**src/rtl/decoder_n2pow_seq.sv**
```systemverilog
// Registered N-to-2^N one-hot decoder with a valid/ready command input.
// Output modes are HOLD, PULSE, SCAN and CLEAR; ACTIVE_LOW inverts only y.
module decoder_n2pow_seq #(
  parameter int N = 2,
  parameter bit ACTIVE_LOW = 1'b0,
  localparam int OUT_W = 2**N
) (
  input  logic             clk,
  input  logic             rst_n,
  input  logic             in_valid,
  output logic             in_ready,
  input  logic [N-1:0]     in_code,
  input  logic [1:0]       in_mode,
  input  logic [N-1:0]     in_len,
  output logic [OUT_W-1:0] y,
  output logic             y_valid,
  output logic             done
);

  typedef enum logic [1:0] {
    S_IDLE,
    S_HOLD,
    S_PULSE,
    S_SCAN
  } state_e;

  localparam logic [1:0] M_HOLD  = 2'b00;
  localparam logic [1:0] M_PULSE = 2'b01;
  localparam logic [1:0] M_SCAN  = 2'b10;
  localparam logic [1:0] M_CLEAR = 2'b11;

  state_e     state_q, state_d;
  logic [N-1:0] code_q, code_d;
  logic [N-1:0] len_q, len_d;
  logic [N-1:0] step_q, step_d;

  logic         accept;
  logic         last;
  logic [N-1:0] idx;
  logic [OUT_W-1:0] y_raw;

  always_ff @(posedge clk or negedge rst_n) begin
    if (!rst_n) begin
      state_q <= S_IDLE;
      code_q  <= '0;
      len_q   <= '0;
      step_q  <= '0;
    end else begin
      state_q <= state_d;
      code_q  <= code_d;
      len_q   <= len_d;
      step_q  <= step_d;
    end
  end

  assign in_ready = (state_q != S_SCAN);
  assign accept   = in_valid && in_ready;
  assign last     = (step_q == len_q);

  always_comb begin
    state_d = state_q;
    code_d  = code_q;
    len_d   = len_q;
    step_d  = step_q;
    unique case (state_q)
      S_SCAN: begin
        if (last) begin
          state_d = S_IDLE;
          step_d  = '0;
        end else begin
          step_d = step_q + N'(1);
        end
      end
      S_PULSE: state_d = S_IDLE;
      default: ;
    endcase
    // An accept is only possible outside SCAN, so it overrides the above.
    if (accept) begin
      code_d = in_code;
      len_d  = in_len;
      step_d = '0;
      unique case (in_mode)
        M_HOLD:  state_d = S_HOLD;
        M_PULSE: state_d = S_PULSE;
        M_SCAN:  state_d = S_SCAN;
        M_CLEAR: state_d = S_IDLE;
        default: state_d = S_IDLE;
      endcase
    end
  end

  // step_q is zero in HOLD/PULSE, so one adder serves every mode.
  assign idx = code_q + step_q;

  always_comb begin
    y_raw = '0;
    if (state_q != S_IDLE) y_raw[idx] = 1'b1;
  end

  assign y       = ACTIVE_LOW ? ~y_raw : y_raw;
  assign y_valid = (state_q != S_IDLE);
  assign done    = (state_q == S_SCAN) && last;

endmodule

```
**config.mk**
```make
export PLATFORM = sky130hd
export DESIGN_NAME = decoder_n2pow_seq
export DESIGN_NICKNAME = d
export VERILOG_FILES = /design/src/rtl/decoder_n2pow_seq.sv
export SDC_FILE = /design/constraint.sdc
export NUM_CORES = 1
export LEC_CHECK = 0
export ABC_AREA = 1
export CORE_ASPECT_RATIO = 1.1
export CORE_MARGIN = 2
export CORE_UTILIZATION = 25
export CTS_CLUSTER_SIZE = 30
export DETAILED_ROUTE_END_ITERATION = 8
export GPL_TIMING_DRIVEN = 0
export PLACE_DENSITY = 0.61
export SLEW_MARGIN = 40
export SYNTH_ARGS = -nofsm -noshare
export SYNTH_HDL_FRONTEND = slang
export SYNTH_SLANG_ARGS = --single-unit
export TNS_END_PERCENT = 1
```
**constraint.sdc**
```tcl
create_clock -name clk -period 1 [get_ports clk]
set_input_delay 0.2 -clock clk [delete_from_list [all_inputs] [get_ports clk]]
set_output_delay 0.2 -clock clk [all_outputs]
set_load 0.05 [all_outputs]
```
==> metrics.txt, run 1 <==
TritonCTS clock tree=yes; initial antenna violation count=0; violated checks=negative setup slack; hold buffers post-CTS=0; chip width=roughly 47 µm; synth warn=0; syn nets=84; HP Class=input pin to asynchronous set/reset pin; Area after DPL=approximately 790 µm²; final setup vio count=10; worst path arrival time=about 1.4 ns; required time of the critical path=~0.80 ns; Avg Cell Area, Syn=6.934 µm²; sequential element share of the synthesized area=between 40% and 50%; max-slew violations=0; # DRC=0; most frequent cell after synthesis=nand2_1; vias in the first global route=480; layout cells sized above 1=a little over two fifths; PnR worst setup slack=-0.5640 ns; Num CTS Buffers=3; clk buf depth=2; final WL=around 1.1 mm; R2R cell count=6; fin crit period=1.564 ns; commonest cells in the netlist=nand2_1, inv_1, dfrtp_1; clock sink total=8; Cells after Synth=72; max_cap viols=0; Netlist cell types=13; GPL Wtd Cong=between 0.7 and 0.8; Port Buffers=15; Area Growth Syn to Fin=75.19%; RSZ-0062 raised after global routing=yes; NumNets Final=106; CP Capture Type=output pin; clk slew on worst S/H paths=around 0.060 ns; leading area contributor after synthesis=dfrtp_1; status=complete, but fails checks; first-pass GRT wire length=roughly 1.9 mm; Clock Skew=approximately 0.0039 ns; routed len/inst=9.143 µm; Hold Fails Final Rpt=0; Initial Utilization=27.40%; R2R Path Start=step_q[0]; Die Ht=between 50 and 60 µm; post-detailed-route count of antenna-violating nets=0; leakage=between 0.4 and 0.5 nW; CP max FO=5; FMAX=between 600 and 700 MHz; number of synthesized register bits=8; total gr overflow=0; Ports=16; worst rel slew slack=about three quarters; pin count of the biggest net entering global routing=10; die area=~2400 µm²; via count=491; FP Rows=16; DR vias/cell=a little over 4; drt initial violations=10; depth of the CTS H-tree=1; Synth top area share=between 40% and 50%; Crit Path Category=flip-flop to output pin; pwr dens=~2500 nW/µm²; detailed placement HPWL=approximately 820 µm; TritonRoute pass-1 iters=3; terminus of the critical flop-to-flop path=state_q[0]; R2R setup slack=-0.02 ns; Skew-Pair Late Insertion Delay=between 0.2 and 0.3 ns; VDD IR max=just over 0.9 mV; ys async rst share=between 90% and 100%; diode count=0; most area-consuming cells after synthesis=dfrtp_1, nand2_1, inv_1, ha_1, o21ai_0; Critical Path Source=step_q[0]; CP startpoint kind=flip-flop; Root Buffer=clkbuf_4; Post-synth top flop=dfrtp_1; Slew @ Worst Pin=0.3873 ns; final instance area=between 800 and 900 µm²; dpl ws=-0.9441 ns; fin crit share=156.4%; gr usage total=11.66%; Worst Setup EP=y[2]; number of enable flip-flop cells after synthesis=0; Core ar.=between 1500 and 2000 µm²; cell area after technology mapping=499.2 µm²; Final Util=approximately half
-- layout by cell type, fill, tap and decap left out, drive strengths merged --
cell type and count:
a21oi 2, buf 8, clkbuf 3, clkdlybuf4s15 1, clkdlybuf4s50 8, clkinvlp 1, dfrtp 8, ha 3
inv 14, nand2 29, nand3 3, nor2 4, o21ai 5, or2 1, xnor2 1, xor2 1
-- cell type report --
| cell class | instances | area, µm² |
|---|---|---|
| inverters | 15 | 62.56 |
| flip-flops and latches | 8 | 203.9 |
| fillers | 179 | 947.2 |
| clock buffers | 3 | 22.52 |
| repair buffers | 17 | 188.9 |
| well taps | 27 | 33.78 |
| multi-input cells | 49 | 362.8 |
-- routing by layer --
layer | wire length, µm | global-route usage [%]
met1 | 451 | 13.85
met4 | 14 | 8.571
met2 | 585 | 17.36
met3 | 37 | 3.180
met5 | 0 | 0
-- per-stage QoR --
stage	power (mW)	instances	setup TNS (ns)	hold slack (ns)
after floorplan	1.497	72	-1.427	-0.09559
after global placement	1.766	114	-6.964	0.5145
after detailed placement	1.779	114	-7.074	0.5163
after CTS	2.131	118	-3.402	0.2332
after global routing	2.357	119	-4.006	0.2425
final	2.204	119	-3.372	0.2289
-- kinds of logic (layout without fill, tap and decap cells) --
family	count (synthesis)	after routing	share of synthesized area, %
compound gates	7	7	7.017
xor+xnor	2	2	3.509
fa+ha+maj	3	3	7.520
buf+inv	15	35	11.28
flops	8	8	40.10
simple gates	37	37	30.58
-- registers in the layout (all words and copies together) (netlist names) --
signal / flops
code_q: 2
len_q: 2
state_q: 2
step_q: 2
-- worst min path at each step --
stage / start / end / slack [ns] / cells after the start
global placement: rst_n / len_q[0] / 0.51 / 1
global route: rst_n / len_q[1] / 0.24 / 1
finish: rst_n / len_q[1] / 0.23 / 1
floorplan: rst_n / code_q[0] / -0.1 / 0
detailed placement: rst_n / len_q[0] / 0.52 / 1
CTS: rst_n / step_q[1] / 0.23 / 1
-- repair_timing --
action / 4_1_cts / 5_1_grt
buffers inserted: 1 / 1
resized for setup: 52 / 9
setup endpoints to repair: 10 / 15
pin swaps: 10 / 5
-- critical path: stages, from the launching register on --
cell	delay (ns)
dfrtp_2	0.46
ha_4	0.23
inv_1	0.06
nand2_2	0.08
nor2_4	0.12
buf_8	0.15
-- power by group --
part	switching (mW)	internal, mW	total, mW
Clock	0.118	0.138	0.256
Sequential	0.101	0.408	0.509
Combinational	0.848	0.591	1.44
Power figures use the tool's default switching activity.
==> run 2: changes to the inputs <==
--- a/config.mk
+++ b/config.mk
@@ -13,6 +13,7 @@
 export DETAILED_ROUTE_END_ITERATION = 8
 export GPL_TIMING_DRIVEN = 0
 export PLACE_DENSITY = 0.61
+export RECOVER_POWER = 100
 export SLEW_MARGIN = 40
 export SYNTH_ARGS = -nofsm -noshare
 export SYNTH_HDL_FRONTEND = slang
==> metrics.txt, run 2 (synthesis gave the netlist of run 1 again) <==
TritonCTS clock tree=yes; initial antenna violation count=0; gr usage total=roughly an eighth; pwr dens=approximately 2500 nW/µm²; Area Growth Syn to Fin=74.69%; terminus of the critical flop-to-flop path=state_q[0]; required time of the critical path=about 0.80 ns; R2R cell count=6; fin crit period=around 1.6 ns; drt initial violations=9; clk buf depth=2; Cell Count, Final, Fillers Out=approximately 120; Port Buffers=15; most frequent cells in the layout=nand2_1, inv_1, nand2_2; Initial Utilization=between 20% and 30%; commonest non-fill, non-tap cell in the layout=nand2_1; CP max FO=5; first-pass GRT wire length=around 1.9 mm; clock sink total=8; Hold Slack=between 0.3 and 0.4 ns; Num CTS Buffers=3; R2R setup slack=-0.02 ns; total gr overflow=0; Ports=16; dpl cells=roughly 110; worst path arrival time=1.36 ns; worst rel slew slack=approximately three quarters; leakage=0.4248 nW; NumNets Final=between 100 and 150; HP Class=input pin to asynchronous set/reset pin; RSZ-0062 raised after global routing=yes; chip width=roughly 47 µm; diode count=0; fillers=between 150 and 200; TritonRoute pass-1 iters=3; Hold Fails Final Rpt=0; GPL Wtd Cong=0.7737; VDD IR max=between 0.9 and 1 mV; post-detailed-route count of antenna-violating nets=0; clk slew on worst S/H paths=about 0.060 ns; dpl ws=-0.9441 ns; vias in the first global route=480; layout cells sized above 1=about 43%; pin count of the biggest net entering global routing=10; Core ar.=1822 µm²; CP Capture Type=output pin; Slew @ Worst Pin=approximately 0.4 ns; depth of the CTS H-tree=1; # DRC=0; max_cap viols=0; fin crit share=156.4%; final WL=~1.1 mm; final setup vio count=10; Root Buffer=clkbuf_4; detailed placement HPWL=between 800 and 900 µm; Skew-Pair Late Insertion Delay=0.26 ns; R2R Path Start=step_q[0]; Area after DPL=roughly 790 µm²; Die Ht=a little over 50 µm; FMAX=around 640 MHz; routed len/inst=around 9.2 µm; Clock Skew=between 0.003 and 0.004 ns; via count=approximately 490; PnR worst setup slack=-0.5639 ns; status=complete, but fails checks; final instance area=872.1 µm²; Crit Path Category=flip-flop to output pin; die area=2371 µm²; max-slew violations=0; DR vias/cell=slightly above 4; CP startpoint kind=flip-flop; FP Rows=16; violated checks=negative setup slack
## run 2: cell types whose count changed in the layout (fill, tap and decap cells not counted), sizes merged
cell / change
clkdlybuf4s50: -1
dlygate4sd3: +1
## run 2: report_power, final
part | internal, mW | switching, mW | total [mW]
Combinational | 0.589 | 0.847 | 1.44
Clock | 0.138 | 0.119 | 0.256
Sequential | 0.408 | 0.101 | 0.509
Total | 1.14 | 1.07 | 2.20
## run 2: repair_timing
item,4_1_cts,5_1_grt
pin swaps,10,5
resized for setup,52,9
setup buffers,1,1
endpoints found under the setup margin,10,15
hold buffers,0,0
endpoints found under the hold margin,0,0
## run 2: layer usage
metal / part of all wire (%) / vias to the layer above / track usage (%)
li1: - / 256 / -
met1: 42 / 226 / 13.85
met2: 54 / 10 / 17.36
met3: 3.4 / 2 / 3.180
met4: 1.3 / 0 / 8.571
met5: 0 / - / 0
## run 2: cell type report
type	count	area [µm²]	area share [%]
clock buffer	3	22.52	2.582
sequential	8	203.9	23.39
inverter	15	60.06	6.887
multi-input combinational	49	362.8	41.61
tap	27	33.78	3.874
timing repair buffer	17	188.9	21.66
## run 2: per-stage QoR
stage / TNS [ns] / utilization, % / power [mW]
6_report: -3.373 / 47.87 / 2.201
5_1_grt: -4.037 / 47.87 / 2.353
4_1_cts: -3.402 / 46.36 / 2.131
3_5_place_dp: -7.074 / 43.20 / 1.779
3_3_place_gp: -6.964 / 43.20 / 1.766
2_1_floorplan: -1.427 / - / 1.497
## run 2: worst max-delay path by stage
stage                   start   end  slack (ns)  cells after the start
floorplan           step_q[1]  y[2]       -0.29                      4
global placement    step_q[1]  y[2]       -0.93                      6
detailed placement  step_q[1]  y[2]       -0.94                      6
CTS                 step_q[1]  y[2]       -0.58                      6
global route        step_q[0]  y[2]       -0.63                      5
finish              step_q[0]  y[2]       -0.56                      5
## run 2: critical path, stage by stage, from the launching register on
cell	delay [ns]
dfrtp_2	0.46
ha_4	0.23
inv_1	0.06
nand2_2	0.08
nor2_4	0.12
buf_8	0.15
==> run 3: changes to the inputs <==
--- a/config.mk
+++ b/config.mk
@@ -12,7 +12,7 @@
 export CTS_CLUSTER_SIZE = 30
 export DETAILED_ROUTE_END_ITERATION = 8
 export GPL_TIMING_DRIVEN = 0
-export PLACE_DENSITY = 0.61
+export PLACE_DENSITY_LB_ADDON = 0.08
 export RECOVER_POWER = 100
 export SLEW_MARGIN = 40
 export SYNTH_ARGS = -nofsm -noshare
==> metrics.txt, run 3 (synthesis gave the netlist of run 1 again) <==
status=complete, but fails checks; violated checks=negative setup slack; depth of the CTS H-tree=1; layout cells sized above 1=between 40% and 50%; Clock Skew=between 0.0003 and 0.0004 ns; leakage=between 0.4 and 0.5 nW; Initial Utilization=a little over a quarter; worst path arrival time=between 1 and 1.5 ns; max_cap viols=0; die area=2371 µm²; FMAX=643.8 MHz; Port Buffers=15; Slew @ Worst Pin=between 0.4 and 0.5 ns; Slowest-stage cell, CP=dfrtp_1; Largest delay share family, worst path=flip-flops; initial antenna violation count=0; Skew-Pair Late Insertion Delay=0.25 ns; clock sink total=8; fin crit period=around 1.6 ns; CP peak stage delay=~0.42 ns; # DRC=0; fillers=roughly 190; Crit Path Category=flip-flop to output pin; Final Util=between 40% and 50%; pin count of the biggest net entering global routing=10; total power=around 2.1 mW; clk slew on worst S/H paths=approximately 0.050 ns; gr usage total=10.77%; CP Buf/Inv Count=2; detailed placement HPWL=a little over 800 µm; Hold Fails Final Rpt=0; dpl cells=between 100 and 150; CP cell instances=inv_2 > nand2_2 > nand2_4 > xor2_4 > nor2_4 > buf_6; diode count=0; most frequent cells in the layout=nand2_1, inv_1, nand2_2; Root Buffer=clkbuf_4; DR vias/cell=just over 4; drt initial violations=5; commonest non-fill, non-tap cell in the layout=nand2_1; VDD IR max=1.233 mV; Core ar.=~1800 µm²; final WL=approximately 1.0 mm; Hold Slack=approximately 0.31 ns; vias in the first global route=~430; CP startpoint kind=flip-flop; via count=~500; chip width=approximately 47 µm; pwr dens=about 2500 nW/µm²; PnR worst setup slack=-0.5533 ns; GPL Wtd Cong=0.7149; TritonRoute pass-1 iters=4; clk buf depth=2; Ports=16; TritonCTS clock tree=yes; HP Class=input pin to asynchronous set/reset pin; required time of the critical path=~0.80 ns; NumNets Final=106; CP max FO=4; RSZ-0062 raised after global routing=yes; Num CTS Buffers=3; final setup vio count=8; Die Ht=a little over 50 µm; max-slew violations=0; worst rel slew slack=73.15%; routed len/inst=between 8 and 9 µm; total gr overflow=0; Area Growth Syn to Fin=71.43%; CP Capture Type=output pin; FP Rows=16; Cell Count, Final, Fillers Out=between 100 and 150; fin crit share=155.3%; first-pass GRT wire length=approximately 1.8 mm; post-detailed-route count of antenna-violating nets=0
run 3: cell counts in the layout (fill, tap and decap cells not counted):
Identical to the previous run, type by type.
run 3: metrics by stage:
step / TNS [ns] / instance area [µm²] / setup WS, ns
after detailed placement: -7.194 / 787.0 / -0.9400
after CTS: -3.285 / 850.8 / -0.5632
after global placement: -7.081 / 787.0 / -0.9527
after global routing: -3.950 / 855.8 / -0.6253
after floorplan: -1.427 / 603.1 / -0.2917
final: -3.202 / 855.8 / -0.5533
run 3: area by class of cell:
type | instances | area (µm²) | share of cell area [%]
clock buffer | 3 | 22.52 | 2.632
inverter | 15 | 60.06 | 7.018
multi-input combinational | 49 | 360.3 | 42.11
sequential | 8 | 201.4 | 23.54
tap | 27 | 33.78 | 3.947
timing repair buffer | 17 | 177.7 | 20.76
run 3: power by group:
part,switching (mW),total (mW),internal [mW]
Sequential,0.0897,0.494,0.404
Combinational,0.837,1.41,0.570
Clock,0.110,0.248,0.137
Total,1.04,2.15,1.11
run 3: metal layers:
metal	global-route usage, %	share of wire [%]	up-vias
li1	-	-	254
met1	13.97	45	218
met2	16.44	50	12
met3	2.120	4.0	2
met4	5.714	1.2	0
met5	0	0	-
run 3: final timing paths:
kind | start | to | slack, ns | cells past startpoint
worst min-delay path | rst_n | state_q[0] | 0.31 | 1
min in group clk | in_len[0] | len_q[0] | 0.50 | 3
worst max register to register | step_q[1] | state_q[0] | 0 | 6
worst min register to register | code_q[0] | code_q[0] | 0.55 | 2
worst max-delay path | step_q[1] | y[3] | -0.55 | 6
max in group asynchronous | rst_n | step_q[0] | 0.38 | 1
run 3: timing repair:
item                                    in CTS  in global routing
gates resized for setup                     52                  4
buffers inserted                             2                  0
pin swaps                                   12                  1
hold buffers                                 0                  0
endpoints found under the setup margin      11                 14
